<file path="src/rtl/id_decode_queue_if.sv">
// Fetch-to-ID handshake bundle for the decode queue.
// slave = queue side, master = fetch/ID environment side.
interface id_decode_queue_if;
    logic        if_valid_i;
    logic        if_ready_o;
    logic [31:0] if_instr_i;
    logic [31:0] if_pc_i;
    logic        id_valid_o;
    logic        id_ready_i;
    logic [31:0] id_instr_o;
    logic [31:0] id_pc_o;
    logic [3:0]  id_class_o;
    logic        id_regwr_o;
    logic [3:0]  id_mdu_op_o;
    logic [1:0]  id_dm_type_o;

    modport slave (
        input  if_valid_i, if_instr_i, if_pc_i, id_ready_i,
        output if_ready_o, id_valid_o, id_instr_o, id_pc_o,
        output id_class_o, id_regwr_o, id_mdu_op_o, id_dm_type_o
    );

    modport master (
        output if_valid_i, if_instr_i, if_pc_i, id_ready_i,
        input  if_ready_o, id_valid_o, id_instr_o, id_pc_o,
        input  id_class_o, id_regwr_o, id_mdu_op_o, id_dm_type_o
    );
endinterface

</file>
<file path="src/rtl/id_decode_queue.sv">
// Decode front-end: instruction FIFO, pre-classifier, registered output, MDU stall.
// Optional MDU stall-cycle counter enabled by defining ID_PERF_CNT_EN.
module id_decode_queue #(
    parameter int QUEUE_DEPTH = 4,
    parameter int DIV_CYCLES  = 8,
    parameter int MUL_CYCLES  = 3
) (
    input  logic               clk,
    input  logic               rst,
    input  logic               flush_i,
    id_decode_queue_if.slave   bus,
    output logic               mdu_busy_o,
    output logic [31:0]        perf_stall_cnt_o
);
    localparam int PW = $clog2(QUEUE_DEPTH);
    localparam int CW = PW + 1;

    logic [31:0]   instr_q [QUEUE_DEPTH];
    logic [31:0]   instr_d [QUEUE_DEPTH];
    logic [31:0]   pc_q    [QUEUE_DEPTH];
    logic [31:0]   pc_d    [QUEUE_DEPTH];
    logic [PW-1:0] wr_ptr_q, wr_ptr_d;
    logic [PW-1:0] rd_ptr_q, rd_ptr_d;
    logic [CW-1:0] count_q, count_d;

    logic          out_valid_q, out_valid_d;
    logic [31:0]   out_instr_q, out_instr_d;
    logic [31:0]   out_pc_q, out_pc_d;
    logic [3:0]    out_class_q, out_class_d;
    logic          out_regwr_q, out_regwr_d;
    logic [3:0]    out_mdu_q, out_mdu_d;
    logic [1:0]    out_dm_q, out_dm_d;

    logic [7:0]    busy_q, busy_d;

    logic [31:0]   head;
    logic [5:0]    op, fn;
    logic [4:0]    rs, rt;
    logic [3:0]    head_class;
    logic          head_regwr;
    logic [3:0]    head_mdu;
    logic [1:0]    head_dm;

    logic          not_empty, push, load, hs, stall;
    logic          out_long, out_div, out_mult;

    assign head = instr_q[rd_ptr_q];
    assign op   = head[31:26];
    assign fn   = head[5:0];
    assign rs   = head[25:21];
    assign rt   = head[20:16];

    // Pre-classify the FIFO head (MIPS32 encodings)
    always_comb begin
        head_class = 4'd0;
        head_regwr = 1'b0;
        head_mdu   = 4'd0;
        head_dm    = 2'd0;
        case (op)
            6'h00: begin
                case (fn)
                    6'h00, 6'h02, 6'h03, 6'h04, 6'h06, 6'h07: begin
                        head_class = 4'd3;
                        head_regwr = 1'b1;
                    end
                    6'h08: head_class = 4'd6;
                    6'h09: begin
                        head_class = 4'd7;
                        head_regwr = 1'b1;
                    end
                    6'h0A, 6'h0B: begin
                        head_class = 4'd1;
                        head_regwr = 1'b1;
                    end
                    6'h0C: head_class = 4'd10;
                    6'h10: begin
                        head_class = 4'd8;
                        head_regwr = 1'b1;
                        head_mdu   = 4'd6;
                    end
                    6'h11: begin
                        head_class = 4'd8;
                        head_mdu   = 4'd8;
                    end
                    6'h12: begin
                        head_class = 4'd8;
                        head_regwr = 1'b1;
                        head_mdu   = 4'd7;
                    end
                    6'h13: begin
                        head_class = 4'd8;
                        head_mdu   = 4'd9;
                    end
                    6'h18: begin
                        head_class = 4'd8;
                        head_mdu   = 4'd4;
                    end
                    6'h19: begin
                        head_class = 4'd8;
                        head_mdu   = 4'd5;
                    end
                    6'h1A: begin
                        head_class = 4'd8;
                        head_mdu   = 4'd1;
                    end
                    6'h1B: begin
                        head_class = 4'd8;
                        head_mdu   = 4'd2;
                    end
                    6'h20, 6'h21, 6'h22, 6'h23, 6'h24, 6'h25,
                    6'h26, 6'h27, 6'h2A, 6'h2B: begin
                        head_class = 4'd1;
                        head_regwr = 1'b1;
                    end
                    default: ;
                endcase
            end
            6'h01: begin
                case (rt)
                    5'h00, 5'h01: head_class = 4'd6;
                    5'h10, 5'h11: begin
                        head_class = 4'd7;
                        head_regwr = 1'b1;
                    end
                    default: ;
                endcase
            end
            6'h02: head_class = 4'd6;
            6'h03: begin
                head_class = 4'd7;
                head_regwr = 1'b1;
            end
            6'h04, 6'h05, 6'h06, 6'h07: head_class = 4'd6;
            6'h08, 6'h09, 6'h0A, 6'h0B,
            6'h0C, 6'h0D, 6'h0E, 6'h0F: begin
                head_class = 4'd2;
                head_regwr = 1'b1;
            end
            6'h10: begin
                head_class = 4'd9;
                head_regwr = (rs == 5'h00);
            end
            6'h1C: begin
                if (fn == 6'h02) begin
                    head_class = 4'd8;
                    head_regwr = 1'b1;
                    head_mdu   = 4'd3;
                end
            end
            6'h20, 6'h24: begin
                head_class = 4'd4;
                head_regwr = 1'b1;
                head_dm    = 2'd1;
            end
            6'h21, 6'h25: begin
                head_class = 4'd4;
                head_regwr = 1'b1;
                head_dm    = 2'd2;
            end
            6'h23: begin
                head_class = 4'd4;
                head_regwr = 1'b1;
                head_dm    = 2'd3;
            end
            6'h28: begin
                head_class = 4'd5;
                head_dm    = 2'd1;
            end
            6'h29: begin
                head_class = 4'd5;
                head_dm    = 2'd2;
            end
            6'h2B: begin
                head_class = 4'd5;
                head_dm    = 2'd3;
            end
            default: ;
        endcase
    end

    // Handshake, stall and load qualification
    always_comb begin
        not_empty = (count_q != '0);
        out_div   = (out_mdu_q == 4'd1) || (out_mdu_q == 4'd2);
        out_mult  = (out_mdu_q == 4'd4) || (out_mdu_q == 4'd5);
        out_long  = out_valid_q && (out_div || out_mult);
        hs        = out_valid_q && bus.id_ready_i;
        stall     = not_empty && (head_class == 4'd8) &&
                    ((busy_q != 8'd0) || out_long);
        load      = (!out_valid_q || bus.id_ready_i) && not_empty &&
                    !stall && !flush_i;
        push      = bus.if_valid_i && bus.if_ready_o && !flush_i;
    end

    assign bus.if_ready_o = (count_q < CW'(QUEUE_DEPTH));

    // FIFO storage, pointers and occupancy
    always_comb begin
        instr_d  = instr_q;
        pc_d     = pc_q;
        wr_ptr_d = wr_ptr_q;
        rd_ptr_d = rd_ptr_q;
        count_d  = count_q;
        if (flush_i) begin
            wr_ptr_d = '0;
            rd_ptr_d = '0;
            count_d  = '0;
        end else begin
            if (push) begin
                instr_d[wr_ptr_q] = bus.if_instr_i;
                pc_d[wr_ptr_q]    = bus.if_pc_i;
                wr_ptr_d          = wr_ptr_q + 1'b1;
            end
            if (load) begin
                rd_ptr_d = rd_ptr_q + 1'b1;
            end
            count_d = count_q + CW'(push) - CW'(load);
        end
    end

    // Output register: flush clears, load replaces, accept empties, else hold
    always_comb begin
        out_valid_d = out_valid_q;
        out_instr_d = out_instr_q;
        out_pc_d    = out_pc_q;
        out_class_d = out_class_q;
        out_regwr_d = out_regwr_q;
        out_mdu_d   = out_mdu_q;
        out_dm_d    = out_dm_q;
        if (flush_i) begin
            out_valid_d = 1'b0;
        end else if (load) begin
            out_valid_d = 1'b1;
            out_instr_d = head;
            out_pc_d    = pc_q[rd_ptr_q];
            out_class_d = head_class;
            out_regwr_d = head_regwr;
            out_mdu_d   = head_mdu;
            out_dm_d    = head_dm;
        end else if (bus.id_ready_i) begin
            out_valid_d = 1'b0;
        end
    end

    // MDU busy scoreboard; issued ops complete even across a flush
    always_comb begin
        busy_d = (busy_q != 8'd0) ? busy_q - 8'd1 : 8'd0;
        if (hs && out_div) begin
            busy_d = 8'(DIV_CYCLES);
        end else if (hs && out_mult) begin
            busy_d = 8'(MUL_CYCLES);
        end
    end

    // Storage array needs no reset: occupancy qualifies every read
    always_ff @(posedge clk) begin
        instr_q <= instr_d;
        pc_q    <= pc_d;
    end

    // Control state registers
    always_ff @(posedge clk) begin
        if (rst) begin
            wr_ptr_q    <= '0;
            rd_ptr_q    <= '0;
            count_q     <= '0;
            out_valid_q <= 1'b0;
            out_instr_q <= '0;
            out_pc_q    <= '0;
            out_class_q <= '0;
            out_regwr_q <= 1'b0;
            out_mdu_q   <= '0;
            out_dm_q    <= '0;
            busy_q      <= '0;
        end else begin
            wr_ptr_q    <= wr_ptr_d;
            rd_ptr_q    <= rd_ptr_d;
            count_q     <= count_d;
            out_valid_q <= out_valid_d;
            out_instr_q <= out_instr_d;
            out_pc_q    <= out_pc_d;
            out_class_q <= out_class_d;
            out_regwr_q <= out_regwr_d;
            out_mdu_q   <= out_mdu_d;
            out_dm_q    <= out_dm_d;
            busy_q      <= busy_d;
        end
    end

`ifdef ID_PERF_CNT_EN
    logic [31:0] perf_q, perf_d;

    // Count cycles where an MDU hazard blocks an otherwise possible load
    always_comb begin
        perf_d = perf_q;
        if (stall && not_empty && (!out_valid_q || bus.id_ready_i)) begin
            perf_d = perf_q + 32'd1;
        end
    end

    // Perf counter register, cleared only by reset
    always_ff @(posedge clk) begin
        if (rst) begin
            perf_q <= '0;
        end else begin
            perf_q <= perf_d;
        end
    end

    assign perf_stall_cnt_o = perf_q;
`else
    assign perf_stall_cnt_o = 32'd0;
`endif

    assign bus.id_valid_o   = out_valid_q;
    assign bus.id_instr_o   = out_instr_q;
    assign bus.id_pc_o      = out_pc_q;
    assign bus.id_class_o   = out_class_q;
    assign bus.id_regwr_o   = out_regwr_q;
    assign bus.id_mdu_op_o  = out_mdu_q;
    assign bus.id_dm_type_o = out_dm_q;
    assign mdu_busy_o       = (busy_q != 8'd0);
endmodule

</file>
<file path="src/flat_wrapper.sv">
// flat-port wrapper written by rule: the top's interface ports become plain ports
module id_decode_queue_flat 
#(
    parameter int QUEUE_DEPTH = 4,
    parameter int DIV_CYCLES  = 8,
    parameter int MUL_CYCLES  = 3
)
  (clk, rst, flush_i, mdu_busy_o, perf_stall_cnt_o, bus_if_valid_i, bus_if_instr_i, bus_if_pc_i, bus_id_ready_i, bus_if_ready_o, bus_id_valid_o, bus_id_instr_o, bus_id_pc_o, bus_id_class_o, bus_id_regwr_o, bus_id_mdu_op_o, bus_id_dm_type_o);
  id_decode_queue_if bus_i ();
  input  logic clk;
  input  logic rst;
  input  logic flush_i;
  output logic mdu_busy_o;
  output logic [31:0] perf_stall_cnt_o;
  input wire logic [$bits(bus_i.if_valid_i)-1:0] bus_if_valid_i;
  input wire logic [$bits(bus_i.if_instr_i)-1:0] bus_if_instr_i;
  input wire logic [$bits(bus_i.if_pc_i)-1:0] bus_if_pc_i;
  input wire logic [$bits(bus_i.id_ready_i)-1:0] bus_id_ready_i;
  output wire logic [$bits(bus_i.if_ready_o)-1:0] bus_if_ready_o;
  output wire logic [$bits(bus_i.id_valid_o)-1:0] bus_id_valid_o;
  output wire logic [$bits(bus_i.id_instr_o)-1:0] bus_id_instr_o;
  output wire logic [$bits(bus_i.id_pc_o)-1:0] bus_id_pc_o;
  output wire logic [$bits(bus_i.id_class_o)-1:0] bus_id_class_o;
  output wire logic [$bits(bus_i.id_regwr_o)-1:0] bus_id_regwr_o;
  output wire logic [$bits(bus_i.id_mdu_op_o)-1:0] bus_id_mdu_op_o;
  output wire logic [$bits(bus_i.id_dm_type_o)-1:0] bus_id_dm_type_o;
  assign bus_i.if_valid_i = bus_if_valid_i;
  assign bus_i.if_instr_i = bus_if_instr_i;
  assign bus_i.if_pc_i = bus_if_pc_i;
  assign bus_i.id_ready_i = bus_id_ready_i;
  assign bus_if_ready_o = bus_i.if_ready_o;
  assign bus_id_valid_o = bus_i.id_valid_o;
  assign bus_id_instr_o = bus_i.id_instr_o;
  assign bus_id_pc_o = bus_i.id_pc_o;
  assign bus_id_class_o = bus_i.id_class_o;
  assign bus_id_regwr_o = bus_i.id_regwr_o;
  assign bus_id_mdu_op_o = bus_i.id_mdu_op_o;
  assign bus_id_dm_type_o = bus_i.id_dm_type_o;
  id_decode_queue #(.QUEUE_DEPTH(QUEUE_DEPTH), .DIV_CYCLES(DIV_CYCLES), .MUL_CYCLES(MUL_CYCLES)) u_core (.clk(clk), .rst(rst), .flush_i(flush_i), .bus(bus_i), .mdu_busy_o(mdu_busy_o), .perf_stall_cnt_o(perf_stall_cnt_o));
endmodule
</file>
<file path="config.mk">
export PLATFORM = sky130hd
export DESIGN_NAME = id_decode_queue_flat
export DESIGN_NICKNAME = d
export VERILOG_FILES = /design/src/rtl/id_decode_queue_if.sv /design/src/rtl/id_decode_queue.sv /design/src/flat_wrapper.sv
export SDC_FILE = /design/constraint.sdc
export NUM_CORES = 1
export LEC_CHECK = 0
export BUFFER_PORTS_ARGS = -buffer_cell sky130_fd_sc_hd__buf_2
export CAP_MARGIN = 20
export CORE_UTILIZATION = 45
export CTS_BUF_LIST = sky130_fd_sc_hd__clkbuf_8
export DETAILED_ROUTE_END_ITERATION = 12
export MAX_ROUTING_LAYER = met4
export SKIP_CTS_REPAIR_TIMING = 1
export SLEW_MARGIN = 20
export SYNTH_ARGS = -nofsm -noshare
export SYNTH_HDL_FRONTEND = slang
export SYNTH_SLANG_ARGS = --single-unit
</file>
<file path="constraint.sdc">
create_clock -name clk -period 5.46 [get_ports clk]
set_input_delay 0.546 -clock clk [delete_from_list [all_inputs] [get_ports clk]]
set_output_delay 0.546 -clock clk [all_outputs]
set_load 0.01 [all_outputs]
</file>
==> metrics.txt, run 1 <==
initial core utilization 0.462; Internal 4.49 mW; Slew @ Worst Pin 1.10 ns; net load switching power 1.50 mW; total power 5.99 mW; PwrDens 355 nW/um^2; CP Capture Point u_core.count_q[2]; routed vias/inst 5.73; Crit Path Class reg2reg; Post-synth EDFFs 256; global-route wire length before repair 55400 um; Starting DRT DRC Count 680; worst setup path start u_core.rd_ptr_q[0]; Final Setup Violations 0; RSZ-0062 raised after global routing false; Detailed Routing Iterations Pass 1 5; sequential share of the synthesized area 0.645; worst hold path type in2reg; Reg power frac 0.502; Worst R2R Start u_core.rd_ptr_q[0]; Clock H-tree levels 2; total wire length 35900 um; DRC viols 0; top_reg_cell synth edfxtp_1; synth top area cells edfxtp_1 52%, dfxtp_1 12%, mux4_2 9.6%, nand3_1 6.0%, a32oi_1 3.3%; Buf/Inv on CP 2; crit path cell chain mux4_2 -> or4_1 -> nor4b_1 -> a31oi_1 -> nor4b_2 -> o21ai_1 -> ha_1 -> inv_1 -> ha_1 -> inv_1 -> fa_1 -> xnor2_1 -> xnor2_1 -> nor2_1; DP Wirelength 19600 um; Layout Skew 0.0277 ns; delay-heaviest family, CP simple AND/OR/NAND/NOR gates; DR WL/cell 21.5 um; Clock power frac 0.395; critical path launch point type register; largest net degree at the start of global routing 74; last weighted congestion value of the routability-driven placer 0.817; final net count 1258; CTS Sinks 347; Skew-Pair Late Insertion Delay 0.61 ns; Tcrit/Tclk final 0.841; Die Span Y 183 um; Area Growth Syn to Fin 14.6%; TritonCTS buffer count 57; CORE AREA 31900 um^2; cell taking the most area after synthesis edfxtp_1; switching part of the total power 0.250; R2R setup slack 0.87 ns; combinational share of power 0.103; Sum Neg Setup Slack 0 ns; share of cells above drive strength 1 0.265; Slowest cell on crit path mux4_2; R2R depth 14; Final Critical Period 4.59 ns; mean post-synth cell area 14.0 um^2; Worst EP required 5.93 ns; crit-path max FO 21; antenna violations before repair 3; PortBufs 146; Die Area 33500 um^2; count of cell types in the netlist 60; I/O Pins 179; WHS 0.150 ns; Slew headroom 0.268; maxcap violations 0; Async S/R FF share, synth 0; Critical Path Sink Type register; filler instances 2716; Pins Over Slew Limit 0; Stages on worst setup path 14; Synth warnings 0; Final Hold Vio Count 0; CTS root buffer clkbuf_8; leakage 6.05 nW; crit-path max cell delay 0.70 ns; Congestion Overflow GR 0; Yosys reg bits 347; vias after detailed routing 9549; CTS tree yes; Clock Tree Buf Depth 3; post-synthesis cell count 1054; Mapped Area 14700 um^2; Worst R2R End u_core.count_q[2]; total track usage 0.223; worst vdd ir 0.000220 V; fmax 0.218 GHz; FP Rows 65; DRT antenna net count 0; share of the synthesized area in the top cell type 0.522; Die X 183 um; vias in the first global route 9545; WP data arrival 5.06 ns; Worst-path clk slew 0.07 ns; outcome completed
==> synth_stat cells, drive strengths merged (14+ instances only) <==
master and n:
a21oi 14, a32oi 55, buf 60, clkbuf 61, dfxtp 91, edfxtp 256, inv 14, mux4 63
nand2 28, nand3 177, nor2 26, nor2b 62
==> placed cells by master (no fill, tap or decap), drive strengths merged, types with 5 or more instances in the layout <==
| cell type | instances |
|---|---|
| a211oi | 10 |
| a21oi | 14 |
| a31oi | 10 |
| a32oi | 55 |
| and2 | 6 |
| and3 | 7 |
| buf | 158 |
| clkbuf | 70 |
| clkinv | 14 |
| conb | 32 |
| dfxtp | 91 |
| edfxtp | 256 |
| ha | 7 |
| inv | 34 |
| mux4 | 63 |
| nand2 | 28 |
| nand2b | 6 |
| nand3 | 177 |
| nand4 | 11 |
| nor2 | 26 |
| nor2b | 62 |
| nor3 | 8 |
| nor3b | 6 |
| nor4 | 5 |
| o21ai | 7 |
| or3 | 5 |
| xnor2 | 7 |
| xor2 | 5 |
==> final cells by class <==
cell class / instances / area (um^2) / area share
Clock inverter: 37 / 262 / 0.0155
Clock buffer: 70 / 963 / 0.0571
Timing Repair Buffer: 158 / 836 / 0.0495
Antenna cell: 3 / 7.51 / 0.000445
Sequential cell: 347 / 9520 / 0.564
Inverter: 15 / 56.3 / 0.00333
Multi-Input combinational cell: 602 / 4700 / 0.278
Tap cell: 435 / 544 / 0.0322
==> state kept, by name, indices dropped and copies added (netlist names) <==
register / flops
u_core.count_q: 3
u_core.rd_ptr_q: 2
u_core.bus.id_regwr_o: 1
u_core.instr_q: 128
u_core.bus.id_class_o: 4
u_core.bus.id_valid_o: 1
u_core.pc_q: 128
u_core.bus.id_mdu_op_o: 4
u_core.bus.id_pc_o: 32
u_core.wr_ptr_q: 2
u_core.bus.id_dm_type_o: 2
u_core.busy_q: 8
u_core.bus.id_instr_o: 32
==> per-layer routing <==
metal / track usage / vias to the layer above / routed length, um / share of wire
met5: - / - / 0 / 0
met4: 0.0680 / 0 / 691 / 0.019
met3: 0.0367 / 57 / 2170 / 0.060
met2: 0.349 / 356 / 17100 / 0.48
met1: 0.300 / 4810 / 15900 / 0.44
li1: - / 4326 / - / -
==> stage by stage <==
stage	area [um^2]	std cells	setup slack [ns]	utilization
2_1_floorplan	14900	1085	1.47	-
3_3_place_gp	15700	1557	0.955	0.491
3_5_place_dp	15700	1557	0.882	0.491
4_1_cts	16900	1664	0.834	0.529
5_1_grt	16900	1667	0.475	0.530
6_report	16900	1667	0.870	0.530
==> power by group through the flow <==
stage,sequential [mW],combinational (mW),clock [mW]
finish,3.00,0.617,2.37
global route,3.01,0.679,2.53
CTS,3.01,0.620,2.41
detailed placement,3.06,0.617,0
global placement,3.06,0.607,0
floorplan,3.06,0.410,0
==> how the worst min path moves through the flow <==
stage                        startpoint  depth (start not counted)                       end  slack (ns)
2_1_floorplan          u_core.busy_q[2]                          2          u_core.busy_q[2]        0.46
5_1_grt              bus_if_instr_i[18]                          1       u_core.instr_q[114]        0.12
6_report                bus_if_pc_i[21]                          1           u_core.pc_q[85]        0.15
3_3_place_gp   u_core.bus.id_class_o[1]                          2  u_core.bus.id_class_o[1]        0.46
4_1_cts              bus_if_instr_i[18]                          1       u_core.instr_q[114]        0.11
3_5_place_dp   u_core.bus.id_class_o[1]                          2  u_core.bus.id_class_o[1]        0.47
==> kinds of logic after synthesis <==
| family | count (synthesis) | share of synthesized area |
|---|---|---|
| AND/OR/NAND/NOR | 364 | 0.133 |
| flip-flops | 347 | 0.645 |
| buffers and inverters | 136 | 0.0457 |
| AO/OA/AOI/OAI | 121 | 0.0636 |
| multiplexers | 65 | 0.0977 |
| XOR/XNOR | 12 | 0.00713 |
| adder cells (fa/ha/maj) | 8 | 0.00730 |
| other | 1 | 0.000255 |
Power figures use the tool's default switching activity.
==> run 2, diff against run 1 <==
- PLACE_DENSITY: not set -> 0.67
- clock period: 5.46 -> 4 ns (I/O delays scaled with it)
==> run 2 against run 1 <==
  * Global-route usage increased by 0.34 points
  * Sequential share of layout area decreased by 1.2 points
  * Non-clock buffer count increased by 44
  * Final area increased by 2.3%
  * Highest routed layer unchanged
  * Via count increased by 3.1%
  * First-iteration DRC count increased by 35%
  * Maximum frequency increased by 21%
  * Final cell count increased by 2.7%
  * Sequential power increased by 36%
==> metrics.txt, run 2 (synthesis gave the netlist of run 1 again) <==
FP Rows 65 (unchanged); Crit Path Class reg2reg; layer with the highest usage met2; routed vias/inst 5.75 (+0.42%); area of the multi-input gates 4770 um^2 (+1.4%); PortBufs 146 (unchanged); worst vdd ir 0.000261 V (+19%); Clock Tree Buf Depth 3 (unchanged); M3 GR Usage 0.0387 (+0.00199); Starting DRT DRC Count 918 (+35%); CTS root buffer clkbuf_8; leakage 6.27 nW (+3.5%); DRT antenna net count 0 (unchanged); WP data arrival 4.26 ns (-0.80 ns); Final Hold Vio Count 0 (unchanged); crit-path max cell delay 0.53 ns (-0.17 ns); filler instances 2680 (-1.3%); GR Util met1 0.297 (-0.00325); Slowest cell on crit path or4bb_4; initial core utilization 0.462 (unchanged); total track usage 0.226 (+0.00341); antenna violations before repair 4 (+1); global-route wire length before repair 56300 um (+1.5%); Clock H-tree levels 2 (unchanged); crit-path max FO 7 (-67%); hold endpoint u_core.instr_q[22]; Hold Startpoint bus_if_instr_i[22]; Sum Neg Setup Slack 0 ns (unchanged); GRT met2 Usage 0.356 (+0.00684); CTS tree yes; Reg area 9520 um^2 (unchanged); Detailed Routing Iterations Pass 1 5 (unchanged); Congestion Overflow GR 0 (unchanged); maxcap violations 0 (unchanged); DP Wirelength 20800 um (+6.3%); R2R setup slack 0.19 ns (-0.67 ns); Pins Over Slew Limit 0 (unchanged); DR WL/cell 21.3 um (-0.87%); largest registers u_core.instr_q (128), u_core.pc_q (128); vias after detailed routing 9848 (+3.1%); Worst R2R End u_core.count_q[2]; Critical Path Sink Type register; Die Span Y 183 um (unchanged); last weighted congestion value of the routability-driven placer 0.874 (+7.1%); Die X 183 um (unchanged); Die Area 33500 um^2 (unchanged); Worst EP required 4.46 ns (-1.47 ns); total wire length 36500 um (+1.8%); Final Critical Period 3.81 ns (-0.785 ns); Slew headroom 0.296 (+0.0278); worst hold path type in2reg; R2R depth 17 (+3); Layout Skew 0.0288 ns (+0.00109 ns); hold path depth 1 (unchanged); vias in the first global route 10000 (+4.9%); total power 8.01 mW (+34%); commonest non-fill, non-tap cells in the layout 256 x edfxtp_1, 177 x nand3_1, 146 x buf_2; PwrDens 464 nW/um^2 (+31%); Worst-path clk slew 0.07 ns (about the same); share of cells above drive strength 1 0.286 (+0.0207); Final Setup Violations 0 (unchanged); Skew-Pair Late Insertion Delay 0.58 ns (-0.03 ns); Area Growth Syn to Fin 17.2%; final net count 1302 (+3.5%); RSZ-0062 raised after global routing false; fmax 0.263 GHz (+21%); CORE AREA 31900 um^2 (unchanged); critical path launch point type register; Slew @ Worst Pin 1.05 ns (-0.0440 ns); largest net degree at the start of global routing 74 (unchanged); Tcrit/Tclk final 0.951 (+0.111); WHS 0.0261 ns (-0.124 ns); Worst R2R Start u_core.rd_ptr_q[0]; crit path cell chain buf_12 -> buf_12 -> mux4_2 -> buf_4 -> or4bb_4 -> nor4_4 -> nor3_2 -> nor4b_4 -> o21ai_2 -> ha_1 -> inv_1 -> ha_1 -> inv_1 -> fa_2 -> xnor2_1 -> xnor2_1 -> nor2_1; TritonCTS buffer count 57 (unchanged); I/O Pins 179 (unchanged); most common cell after layout, fill and taps aside edfxtp_1; outcome completed; DRC viols 0 (unchanged); CTS Sinks 347 (unchanged)
-- run 2: cell types whose count changed in the layout (fill, tap and decap cells not counted), moves of 2 or more --
cell,delta
inv_1,+4
clkinv_2,-4
buf_12,+6
nor4_1,-2
inv_8,+2
clkinv_1,+9
dlygate4sd3_1,+3
buf_4,+34
clkbuf_8,-8
-- run 2: final cells by class --
cell class | instances | area share
Inverter | 15 | 0.00326
Clock buffer | 62 | 0.0494
Tap cell | 435 | 0.0315
Timing Repair Buffer | 202 | 0.0722
Clock inverter | 45 | 0.0158
Multi-Input combinational cell | 602 | 0.276
Antenna cell | 4 | 0.000580
Sequential cell | 347 | 0.551
-- run 2: per-layer routing --
layer  share of wire  routed length [um]  vias to the layer above
met5               0                   0                        -
met4           0.022                 820                        0
met3           0.071                2610                       61
met2            0.48               17600                      438
met1            0.43               15600                     4931
li1                -                   -                     4418
-- run 2: per-stage QoR --
step | setup slack (ns) | util | instances | cell area [um^2]
2_1_floorplan | 0.00591 | - | 1085 | 14900
3_3_place_gp | 0.0301 | 0.501 | 1589 | 16000
3_5_place_dp | -0.00238 | 0.501 | 1589 | 16000
4_1_cts | -0.0437 | 0.536 | 1696 | 17100
5_1_grt | 0.00532 | 0.542 | 1712 | 17300
6_report | 0.195 | 0.542 | 1712 | 17300
-- run 2: critical path: cells and delay by family (launching register included) --
kind | cells | cell delay [ns]
AOI/OAI and AO/OA | 1 | 0.11
DFF | 1 | 0.38
muxes | 1 | 0.41
and+or+nand+nor | 5 | 1.18
xor gates and xnor gates | 2 | 0.32
buffers and inverters | 5 | 0.52
adders and majority gates | 3 | 0.75
-- run 2: worst max-delay path by stage --
stage,slack [ns],end,start,cells after the start
finish,0.19,u_core.count_q[2],u_core.rd_ptr_q[0],17
global placement,0.03,u_core.count_q[2],u_core.rd_ptr_q[0],15
global route,0.005,u_core.count_q[2],u_core.rd_ptr_q[0],17
floorplan,0.006,u_core.count_q[2],u_core.rd_ptr_q[0],17
CTS,-0.04,u_core.count_q[2],u_core.rd_ptr_q[0],15
detailed placement,-0.002,u_core.count_q[2],u_core.rd_ptr_q[0],15
-- run 2: where the power goes --
group          internal, mW  leakage (nW)  switching [mW]
logic                 0.364          2.54           0.539
clock network          1.63         0.664            1.39
registers              4.01          3.06          0.0779
total                  6.00          6.27            2.01
